$ cat config.mk
export PLATFORM = sky130hd
export DESIGN_NAME = cam_green_tiler
export DESIGN_NICKNAME = d
export VERILOG_FILES = /design/src/rtl/microgreen_pkg.sv /design/src/rtl/cam_sync_edge.sv /design/src/rtl/cam_green_tiler.sv
export SDC_FILE = /design/constraint.sdc
export NUM_CORES = 1
export LEC_CHECK = 0
export CORE_UTILIZATION = 57
export CTS_CLUSTER_SIZE = 28
export DETAILED_ROUTE_END_ITERATION = 10
export GPL_TIMING_DRIVEN = 0
export PLACE_DENSITY = 0.77
export SETUP_SLACK_MARGIN = 0.3
export SYNTH_ARGS = -nofsm -noshare
export SYNTH_HDL_FRONTEND = slang
export SYNTH_SLANG_ARGS = --single-unit
$ cat constraint.sdc
create_clock -name clk -period 2.84 [get_ports clk]
set_input_delay 0.568 -clock clk [delete_from_list [all_inputs] [get_ports clk]]
set_output_delay 0.568 -clock clk [all_outputs]
set_load 0.005 [all_outputs]
$ cat src/rtl/microgreen_pkg.sv
// microgreen_pkg: RGB565 field positions, tiler FSM states and the green-pixel classifier
package microgreen_pkg;

  localparam int R_MSB = 15;
  localparam int R_LSB = 11;
  localparam int G_MSB = 10;
  localparam int G_LSB = 5;
  localparam int B_MSB = 4;
  localparam int B_LSB = 0;

  typedef enum logic [1:0] {IDLE, CAPTURE, EVAL, HOLD} state_e;

  // Green when G beats both doubled R and doubled B by the margin; 5-bit R/B are doubled
  // to match the 6-bit G scale, and the sums carry one spare bit so they cannot wrap.
  function automatic logic is_green(input logic [15:0] px, input logic [6:0] margin);
    logic [7:0] g, r_lim, b_lim;
    g     = {2'b00, px[G_MSB:G_LSB]};
    r_lim = {2'b00, px[R_MSB:R_LSB], 1'b0} + {1'b0, margin};
    b_lim = {2'b00, px[B_MSB:B_LSB], 1'b0} + {1'b0, margin};
    return (g >= r_lim) && (g >= b_lim);
  endfunction

endpackage

$ cat src/rtl/cam_sync_edge.sv
// cam_sync_edge: 2-FF synchronizer with registered rise/fall pulses and an aligned level
module cam_sync_edge (
  input  logic clk,
  input  logic rst,
  input  logic d_i,
  output logic lvl_o,
  output logic rise_o,
  output logic fall_o
);

  logic [2:0] sh_q;
  logic       rise_q, fall_q;

  // sh_q[1:0] is the synchronizer, sh_q[2] the previous sample; pulses land with sh_q[2]
  always_ff @(posedge clk) begin
    if (rst) begin
      sh_q   <= '0;
      rise_q <= 1'b0;
      fall_q <= 1'b0;
    end else begin
      sh_q   <= {sh_q[1:0], d_i};
      rise_q <= sh_q[1] & ~sh_q[2];
      fall_q <= ~sh_q[1] & sh_q[2];
    end
  end

  assign lvl_o  = sh_q[2];
  assign rise_o = rise_q;
  assign fall_o = fall_q;

endmodule

$ cat src/rtl/cam_green_tiler.sv
// cam_green_tiler: camera RGB565 capture, per-tile green counting, binarised feature vector (option: CAM_GREEN_STATS_EN)
module cam_green_tiler
  import microgreen_pkg::*;
#(
  parameter int IMG_W        = 160,
  parameter int IMG_H        = 120,
  parameter int TILES_X      = 4,
  parameter int TILES_Y      = 4,
  parameter int GREEN_MARGIN = 4,
  parameter int TILE_MIN     = 600
) (
  input  logic                       clk,
  input  logic                       rst,
  input  logic [7:0]                 cam_data,
  input  logic                       cam_pclk,
  input  logic                       cam_href,
  input  logic                       cam_vsync,
  output logic [TILES_X*TILES_Y-1:0] feat_bits,
  output logic                       feat_valid,
  input  logic                       feat_ready,
  output logic                       frame_err
`ifdef CAM_GREEN_STATS_EN
  ,
  output logic [15:0]                green_total
`endif
);

  localparam int TW  = IMG_W / TILES_X;
  localparam int TH  = IMG_H / TILES_Y;
  localparam int NT  = TILES_X * TILES_Y;
  localparam int CW  = $clog2(TW * TH + 1);
  localparam int XW  = $clog2(TW + 1);
  localparam int YW  = $clog2(TH + 1);
  localparam int CXW = $clog2(TILES_X + 1);
  localparam int CYW = $clog2(TILES_Y + 1);
  localparam logic [XW-1:0]  XI_MAX = XW'(TW - 1);
  localparam logic [YW-1:0]  YI_MAX = YW'(TH - 1);
  localparam logic [CXW-1:0] TX_MAX = CXW'(TILES_X - 1);
  localparam logic [CYW-1:0] TY_MAX = CYW'(TILES_Y - 1);

  logic pclk_lvl, pclk_rise, pclk_fall;
  logic href_lvl, href_rise, href_fall;
  logic vs_lvl, vs_rise, vs_fall;
  logic unused;

  cam_sync_edge u_pclk (.clk(clk), .rst(rst), .d_i(cam_pclk),
                        .lvl_o(pclk_lvl), .rise_o(pclk_rise), .fall_o(pclk_fall));
  cam_sync_edge u_href (.clk(clk), .rst(rst), .d_i(cam_href),
                        .lvl_o(href_lvl), .rise_o(href_rise), .fall_o(href_fall));
  cam_sync_edge u_vs   (.clk(clk), .rst(rst), .d_i(cam_vsync),
                        .lvl_o(vs_lvl), .rise_o(vs_rise), .fall_o(vs_fall));

  assign unused = ^{pclk_lvl, pclk_fall, vs_lvl};

  state_e          state_q;
  logic [7:0]      d1_q, d2_q, d3_q, hi_q;
  logic            phase_q, line_px_q;
  logic [XW-1:0]   xi_q;
  logic [YW-1:0]   yi_q;
  logic [CXW-1:0]  tx_q;
  logic [CYW-1:0]  ty_q;
  logic            x_done_q, y_done_q;
  logic [CW-1:0]   cnt_q [NT];
  logic [NT-1:0]   bits_q, bits_d;
  logic            valid_q, err_q;
  logic            start, take, first, in_range, green, xi_last, yi_last, tx_last, ty_last;
  int              tile_idx;
`ifdef CAM_GREEN_STATS_EN
  logic [15:0]     tot_q, tot_out_q;
`endif

  assign start    = (state_q == IDLE) && vs_fall;
  assign take     = pclk_rise && href_lvl;
  assign first    = href_rise || !phase_q;
  assign in_range = !x_done_q && !y_done_q;
  assign green    = is_green({hi_q, d3_q}, 7'(GREEN_MARGIN));
  assign xi_last  = xi_q == XI_MAX;
  assign yi_last  = yi_q == YI_MAX;
  assign tx_last  = tx_q == TX_MAX;
  assign ty_last  = ty_q == TY_MAX;
  assign tile_idx = int'(ty_q) * TILES_X + int'(tx_q);

  // Byte delay matching the three-stage PCLK path, so the byte seen on a rise pulse was stable at the pin
  always_ff @(posedge clk) begin
    if (rst) begin
      d1_q <= '0;
      d2_q <= '0;
      d3_q <= '0;
    end else begin
      d1_q <= cam_data;
      d2_q <= d1_q;
      d3_q <= d2_q;
    end
  end

  // Pixel assembly, position tracking and per-tile green counting; a frame start clears everything
  always_ff @(posedge clk) begin
    if (rst || start) begin
      hi_q      <= '0;
      phase_q   <= 1'b0;
      line_px_q <= 1'b0;
      xi_q      <= '0;
      tx_q      <= '0;
      x_done_q  <= 1'b0;
      yi_q      <= '0;
      ty_q      <= '0;
      y_done_q  <= 1'b0;
      for (int i = 0; i < NT; i++) cnt_q[i] <= '0;
`ifdef CAM_GREEN_STATS_EN
      tot_q     <= '0;
`endif
    end else if (href_fall) begin
      phase_q   <= 1'b0;
      line_px_q <= 1'b0;
      xi_q      <= '0;
      tx_q      <= '0;
      x_done_q  <= 1'b0;
      if (line_px_q && !y_done_q) begin
        yi_q <= yi_last ? '0 : yi_q + 1'b1;
        if (yi_last) begin
          ty_q     <= ty_last ? ty_q : ty_q + 1'b1;
          y_done_q <= ty_last;
        end
      end
    end else if (take && first) begin
      hi_q    <= d3_q;
      phase_q <= 1'b1;
    end else if (take) begin
      phase_q   <= 1'b0;
      line_px_q <= 1'b1;
      if (in_range) begin
        xi_q <= xi_last ? '0 : xi_q + 1'b1;
        if (xi_last) begin
          tx_q     <= tx_last ? tx_q : tx_q + 1'b1;
          x_done_q <= tx_last;
        end
        if (state_q == CAPTURE && green) begin
          for (int i = 0; i < NT; i++)
            if (i == tile_idx && cnt_q[i] != '1) cnt_q[i] <= cnt_q[i] + 1'b1;
`ifdef CAM_GREEN_STATS_EN
          if (tot_q != 16'hFFFF) tot_q <= tot_q + 16'd1;
`endif
        end
      end
    end else if (href_rise) begin
      phase_q <= 1'b0;
    end
  end

  // Threshold each tile count into its feature bit
  always_comb begin
    bits_d = '0;
    for (int i = 0; i < NT; i++) bits_d[i] = int'(cnt_q[i]) >= TILE_MIN;
  end

  // Frame control: wait for frame start, capture, evaluate once, hold until the consumer takes it
  always_ff @(posedge clk) begin
    if (rst) begin
      state_q   <= IDLE;
      bits_q    <= '0;
      valid_q   <= 1'b0;
      err_q     <= 1'b0;
`ifdef CAM_GREEN_STATS_EN
      tot_out_q <= '0;
`endif
    end else begin
      case (state_q)
        IDLE:    if (vs_fall) state_q <= CAPTURE;
        CAPTURE: if (vs_rise) state_q <= EVAL;
        EVAL: begin
          bits_q    <= bits_d;
          err_q     <= err_q | !y_done_q;
          valid_q   <= 1'b1;
          state_q   <= HOLD;
`ifdef CAM_GREEN_STATS_EN
          tot_out_q <= tot_q;
`endif
        end
        default: begin
          if (feat_ready) begin
            valid_q <= 1'b0;
            err_q   <= 1'b0;
            state_q <= IDLE;
          end
          if (vs_fall) err_q <= 1'b1;
        end
      endcase
    end
  end

  assign feat_bits  = bits_q;
  assign feat_valid = valid_q;
  assign frame_err  = err_q;
`ifdef CAM_GREEN_STATS_EN
  assign green_total = tot_out_q;
`endif

endmodule

== Word-level counts from Yosys, hierarchy flattened ==
Memories as Yosys holds them, arrays and structs flattened.
Index checks and enable logic that the tools add are counted.

* Reduce and logical (&&, ||, !) cells: 47
* Add/subtract/negate cells: 23
* Eq/ne operators: 39
* Magnitude comparators: 18
* Bitwise operators: 32
* Muxes and demuxes: 159

{| class="wikitable"
|+ Operators with widths
! operator !! count
|-
| $add 11x1->11 const B || 16
|-
| $ge 11x10->1 const B || 16
|-
| $mux 11 || 16
|-
| $ne 11x11->1 const B || 16
|-
| $mux 1 || 135
|-
| $eq 4x6->1 const A || 8
|-
| $logic_not 32->1 || 1
|-
| $eq 3x6->1 const A || 4
|-
| $logic_and 1x1->1 || 23
|-
| $or 1x1->1 || 17
|-
| $add 6x3->7 const B || 2
|-
| $ge 6x7->1 || 2
|-
| $eq 2x6->1 const A || 2
|-
| $not 1->1 || 10
|-
| $reduce_and 2->1 || 5
|-
| $reduce_and 3->1 || 3
|-
| $reduce_and 4->1 || 2
|-
| $add 3x1->3 const B || 2
|-
| $add 5x3->6 || 1
|-
| $add 6x1->6 const B || 1
|-
| $eq 1x6->1 const A || 1
|-
| $eq 3x2->1 const B || 2
|-
| $eq 6x6->1 const B || 1
|-
| $mux 2 || 3
|-
| other kinds (18) || 29
|}

* Bits in writable memories: 176
* Logic and storage cells: 343
* Memories kept: 1
* Register bits after elaboration: 87

{| class="wikitable"
|+ Memories
! memory !! depth !! width !! read ports !! clocked after Yosys merged registers in !! write ports !! RTL line !! text
|-
| cnt_q || 16 || 11 || 16 || 0 || 16 || cam_green_tiler.sv:63 || <nowiki>logic [CW-1:0] cnt_q [NT];</nowiki>
|}

== Depth between registers and ports, before layout ==
* Depth in word-level cells: 12
* Mapped depth: 9
* Gate-level depth less buffers: 8

== By module ==
Synthesis repeated with hierarchy kept, for this count alone.

* Cells, all modules: 1302
* Area total of the unflattened synthesis: 13212.7 µm²

{| class="wikitable"
|+ Modules (own cells, without submodules)
! module !! times used !! area each (µm²) !! cells each
|-
| cam_green_tiler || 1 || 12811.0 || 1272
|-
| cam_sync_edge || 3 || 133.9 || 10
|}

== Least setup slack after synthesis ==
OpenSTA, ideal clock, no wires.

* Kind: reg2reg
* Start point: reg hi_q[4]
* End point: mem cnt_q[0][77] (netlist name) (enable)
* Slack: -162 ps
* Data arrival time: 2608 ps
* Library setup time: 394 ps
* Stages on the path, launching flop included: 10
* Clock period less this slack: 3002 ps
* Cell sequence: dfxtp_1 ha_1 xnor2_1 ha_1 and3_1 o31ai_1 a22oi_2 buf_6 nand2_1 o21ai_0

{| class="wikitable"
|+ RTL lines
! item !! RTL line !! text
|-
| start, declared || cam_green_tiler.sv:56 || <nowiki>logic [7:0] d1_q, d2_q, d3_q, hi_q;</nowiki>
|-
| start signal, assigned || cam_green_tiler.sv:126 || <nowiki>hi_q <= d3_q;</nowiki>
|-
| end, declared || cam_green_tiler.sv:63 ||
|}

==> key figures <==
Floorplan
  – Die X-Extent: 157 um
  – Boundary Pins: 32
  – Die area: 0.0246 sq mm
  – Core area: 0.0235 sq mm
  – Initial Utilization: 58.3%
  – Num rows: 56
  – Die H: 157 um

Pwr
  – Static leakage: 5.80 nW
  – Register share of total power: 49.1%
  – Switch share: 23.3%
  – Net Switching: 0.00213 W
  – Internal power: 0.00699 W
  – Comb pwr share: 7.7%
  – Clock power share: 43.2%
  – Max VDD drop: 0.445 mV
  – Pwr Density: 566 mW/mm^2

GRT
  – Grt ovf: 0
  – Number of global-route vias before repair: 9,268
  – Initial antenna violation count: 0
  – Largest net degree at the start of global routing: 15
  – First-pass GRT wire length: 45,400 um
  – Total GRT Usage: 23.1%

Final layout
  – P&R area growth vs syn: 17.7%
  – Finished Layout Cells: 1,723
  – Register area: 0.00703 sq mm
  – Antenna Cells: 0
  – Filler instances: 1,721
  – Layout cell share with drive strength beyond 1: 15.2%
  – Fin area: 0.0161 sq mm
  – Multi-input logic area: 0.00632 sq mm
  – Fin nets: 1,455

STA
  – Hold WS: 0.382 ns
  – RSZ-0062 raised after global routing: true
  – Slew Viols, Final: 0
  – Achievable frequency: 396 MHz
  – Max_slew headroom: 44.3%
  – Worst Skew: 0.0159 ns
  – Measured slew at the worst slew-check pin: 0.835 ns
  – Fin. Hold Viols: 0
  – # setup viols final: 0
  – Slack of the critical path: 0.317 ns
  – Final min period: 2.52 ns
  – Final period util: 88.8%

CTS
  – H-tree depth: 1
  – CTS root buffer: clkbuf_16
  – Clk_lat worst skew: 0.56 ns
  – TritonCTS clock tree: built
  – CTS hold repair buffers: 0
  – Clock Sinks: 263
  – Total CTS buffers: 28
  – Clock Path Buffers: 3
  – Clock transition at path regs: 0.07 ns

Worst setup path
  – Reg2reg start: hi_q[4]$_SDFFE_PP0P_
  – Crit start category: flop
  – Crit path DAT: 2.79 ns
  – Data required time at the worst endpoint: 3.10 ns
  – Crit path kind: reg2reg
  – Maximum fanout along the worst path: 10
  – CP Launch Point: hi_q[4]$_SDFFE_PP0P_
  – Reg2Reg Depth: 10
  – CP endpoint kind: flop
  – FF-to-FF setup slack: 0.32 ns
  – Reg2Reg Capture Point: cnt_q[0][24]$_SDFFCE_PN0P_

Drt
  – Vias per cell: 5.56
  – DRC viols: 0
  – Via count: 9,585
  – 1st-iter DRT viols: 665
  – TritonRoute pass-1 iters: 5
  – Routed len/inst: 16.3 um
  – Routed WL: 28,100 um
  – Antenna Violating Nets Remaining: 0

Logic synthesis
  – Seq/Total Area, Yosys: 51.4%
  – Top FF cell, synth: edfxtp_1
  – Synth Area in XOR/XNOR: 9.41%
  – Main combinational cell family by area after synthesis: simple AND/OR/NAND/NOR gates
  – Ys async rst share: 0%
  – Synth Area per Inst: 10.7 sq um
  – FF+latch count, synth: 263
  – Net count after synthesis: 1,350
  – Post-Synth Adder-Cell Area: 5.40%
  – Synth area leader: edfxtp_1
  – EDFF count, synth: 176
  – Post-synth top area share: 38.6%
  – Count leader, synth: edfxtp_1
  – Mux cell area share after synthesis: 0.293%
  – Synth cell count leaders: 176 x edfxtp_1, 146 x nor2_1, 87 x dfxtp_1
  – Cells after synthesis: 1,277
  – Simple-gate area share of the yosys netlist: 22.2%
  – Synth Area in Compound Gates: 7.15%
  – Synth warn: 0
  – Post-synth design cell area: 0.0137 sq mm
  – Yosys cell types: 66
  – Top cells by area, synth: edfxtp_1 39%, dfxtp_1 13%, ha_1 5.4%

Hold path
  – Hold endpoint: u_pclk.rise_o$_SDFF_PP0_
  – Hold Crit Class: reg2reg
  – Hold Path Depth: 1
  – Hold Startpoint: u_pclk.sh_q[2]$_SDFF_PP0_

Placement
  – Placed Cells: 1,627
  – Detailed Place HPWL: 18,500 um
  – Post-Place Setup Slack: -0.618 ns
  – Port Buffers: 31
  – Placer Congestion: 0.850
  – Placed cell area: 0.0144 sq mm

Flow run
  – Maxcap violations: 0

Status
  – Status: finished, final reports clean
==> power by group through the flow <==
stage	Sequential [W]	Clock, W	Combinational (W)
4_1_cts	0.00447	0.00398	0.000683
3_5_place_dp	0.00455	0	0.000609
5_1_grt	0.00450	0.00412	0.000781
3_3_place_gp	0.00455	0	0.000589
2_1_floorplan	0.00451	0	0.000430
6_report	0.00448	0.00394	0.000703
==> state kept, by name (all words and copies together), names as in the netlist, 5 cells and up <==
| name | cells |
|---|---|
| d1_q | 8 |
| cnt_q | 176 |
| hi_q | 8 |
| d3_q | 8 |
| xi_q | 6 |
| d2_q | 8 |
| feat_bits | 16 |
| yi_q | 5 |
==> layer usage <==
metal	wire [um]	track usage, %	vias up
met5	0	0	-
met4	842	8.26	0
met3	1160	3.03	55
met2	13800	39.6	196
met1	12300	30.0	4609
li1	-	-	4725
==> how the worst max path moves through the flow <==
stage,to,slack (ns),cells after the start
finish,cnt_q[0][24]$_SDFFCE_PN0P_,0.32,10
global route,cnt_q[0][27]$_SDFFCE_PN0P_,0.23,10
CTS,cnt_q[1][21]$_SDFFCE_PN0P_,0.22,10
detailed placement,cnt_q[0][67]$_SDFFCE_PN0P_,-0.62,4
global placement,cnt_q[1][70]$_SDFFCE_PP0P_,-0.57,4
floorplan,cnt_q[0][77]$_SDFFCE_PN0P_,0.13,9
==> through the flow <==
| step | TNS, ns | total power, W | utilization (%) |
|---|---|---|---|
| 2_1_floorplan | 0 | 0.00494 | - |
| 3_3_place_gp | -72.77 | 0.00514 | 61.4 |
| 3_5_place_dp | -78.60 | 0.00516 | 61.4 |
| 4_1_cts | 0 | 0.00913 | 67.5 |
| 5_1_grt | 0 | 0.00940 | 68.6 |
| 6_report | 0 | 0.00912 | 68.6 |
==> logic make-up after synthesis <==
| family | count (synthesis) |
|---|---|
| AO/OA/AOI/OAI | 149 |
| flip-flops | 263 |
| AND/OR/NAND/NOR | 539 |
| XOR/XNOR | 147 |
| buffers and inverters | 116 |
| adder cells (fa/ha/maj) | 59 |
| multiplexers | 4 |
==> cell type report <==
type                            instances  share of cell area (%)
Buffer                                 46                    1.96
Inverter                               70                    1.63
Clock buffer                           36                    4.79
Clock inverter                         16                    1.42
Timing Repair Buffer                   75                    4.85
Sequential cell                       263                    43.6
Tap cell                              319                    2.48
Multi-Input combinational cell        898                    39.2
==> worst max-delay path, cell delays in order (launching register included) <==
cell	delay [ns]
dfxtp_2	0.35
ha_4	0.16
xnor2_1	0.13
ha_1	0.29
and3_1	0.16
o31ai_1	0.08
a22oi_2	0.31
buf_6	0.21
nand3_1	0.14
o21ai_4	0.23
buf_12	0.16
==> placed cells by master (no fill, tap or decap), types with 23 or more instances in the layout <==
master	count
dfxtp_1	83
nor2_1	146
a21oi_1	40
clkbuf_16	29
nor3_1	60
edfxtp_1	176
xor2_1	82
inv_1	70
clkdlybuf4s50_1	31
buf_4	36
nand4_1	39
ha_1	57
nor3_2	45
nor2b_1	42
nand2_1	61
nand3_1	62
clkbuf_1	23
xnor2_1	65
==> what timing repair did <==
action	in CTS	in global routing
gates resized for setup	34	26
buffers inserted	24	18
pin swaps	14	10
endpoints found under the setup margin	176	184
gates cloned	0	2
Note: power is estimated with default switching activity, not from simulation.
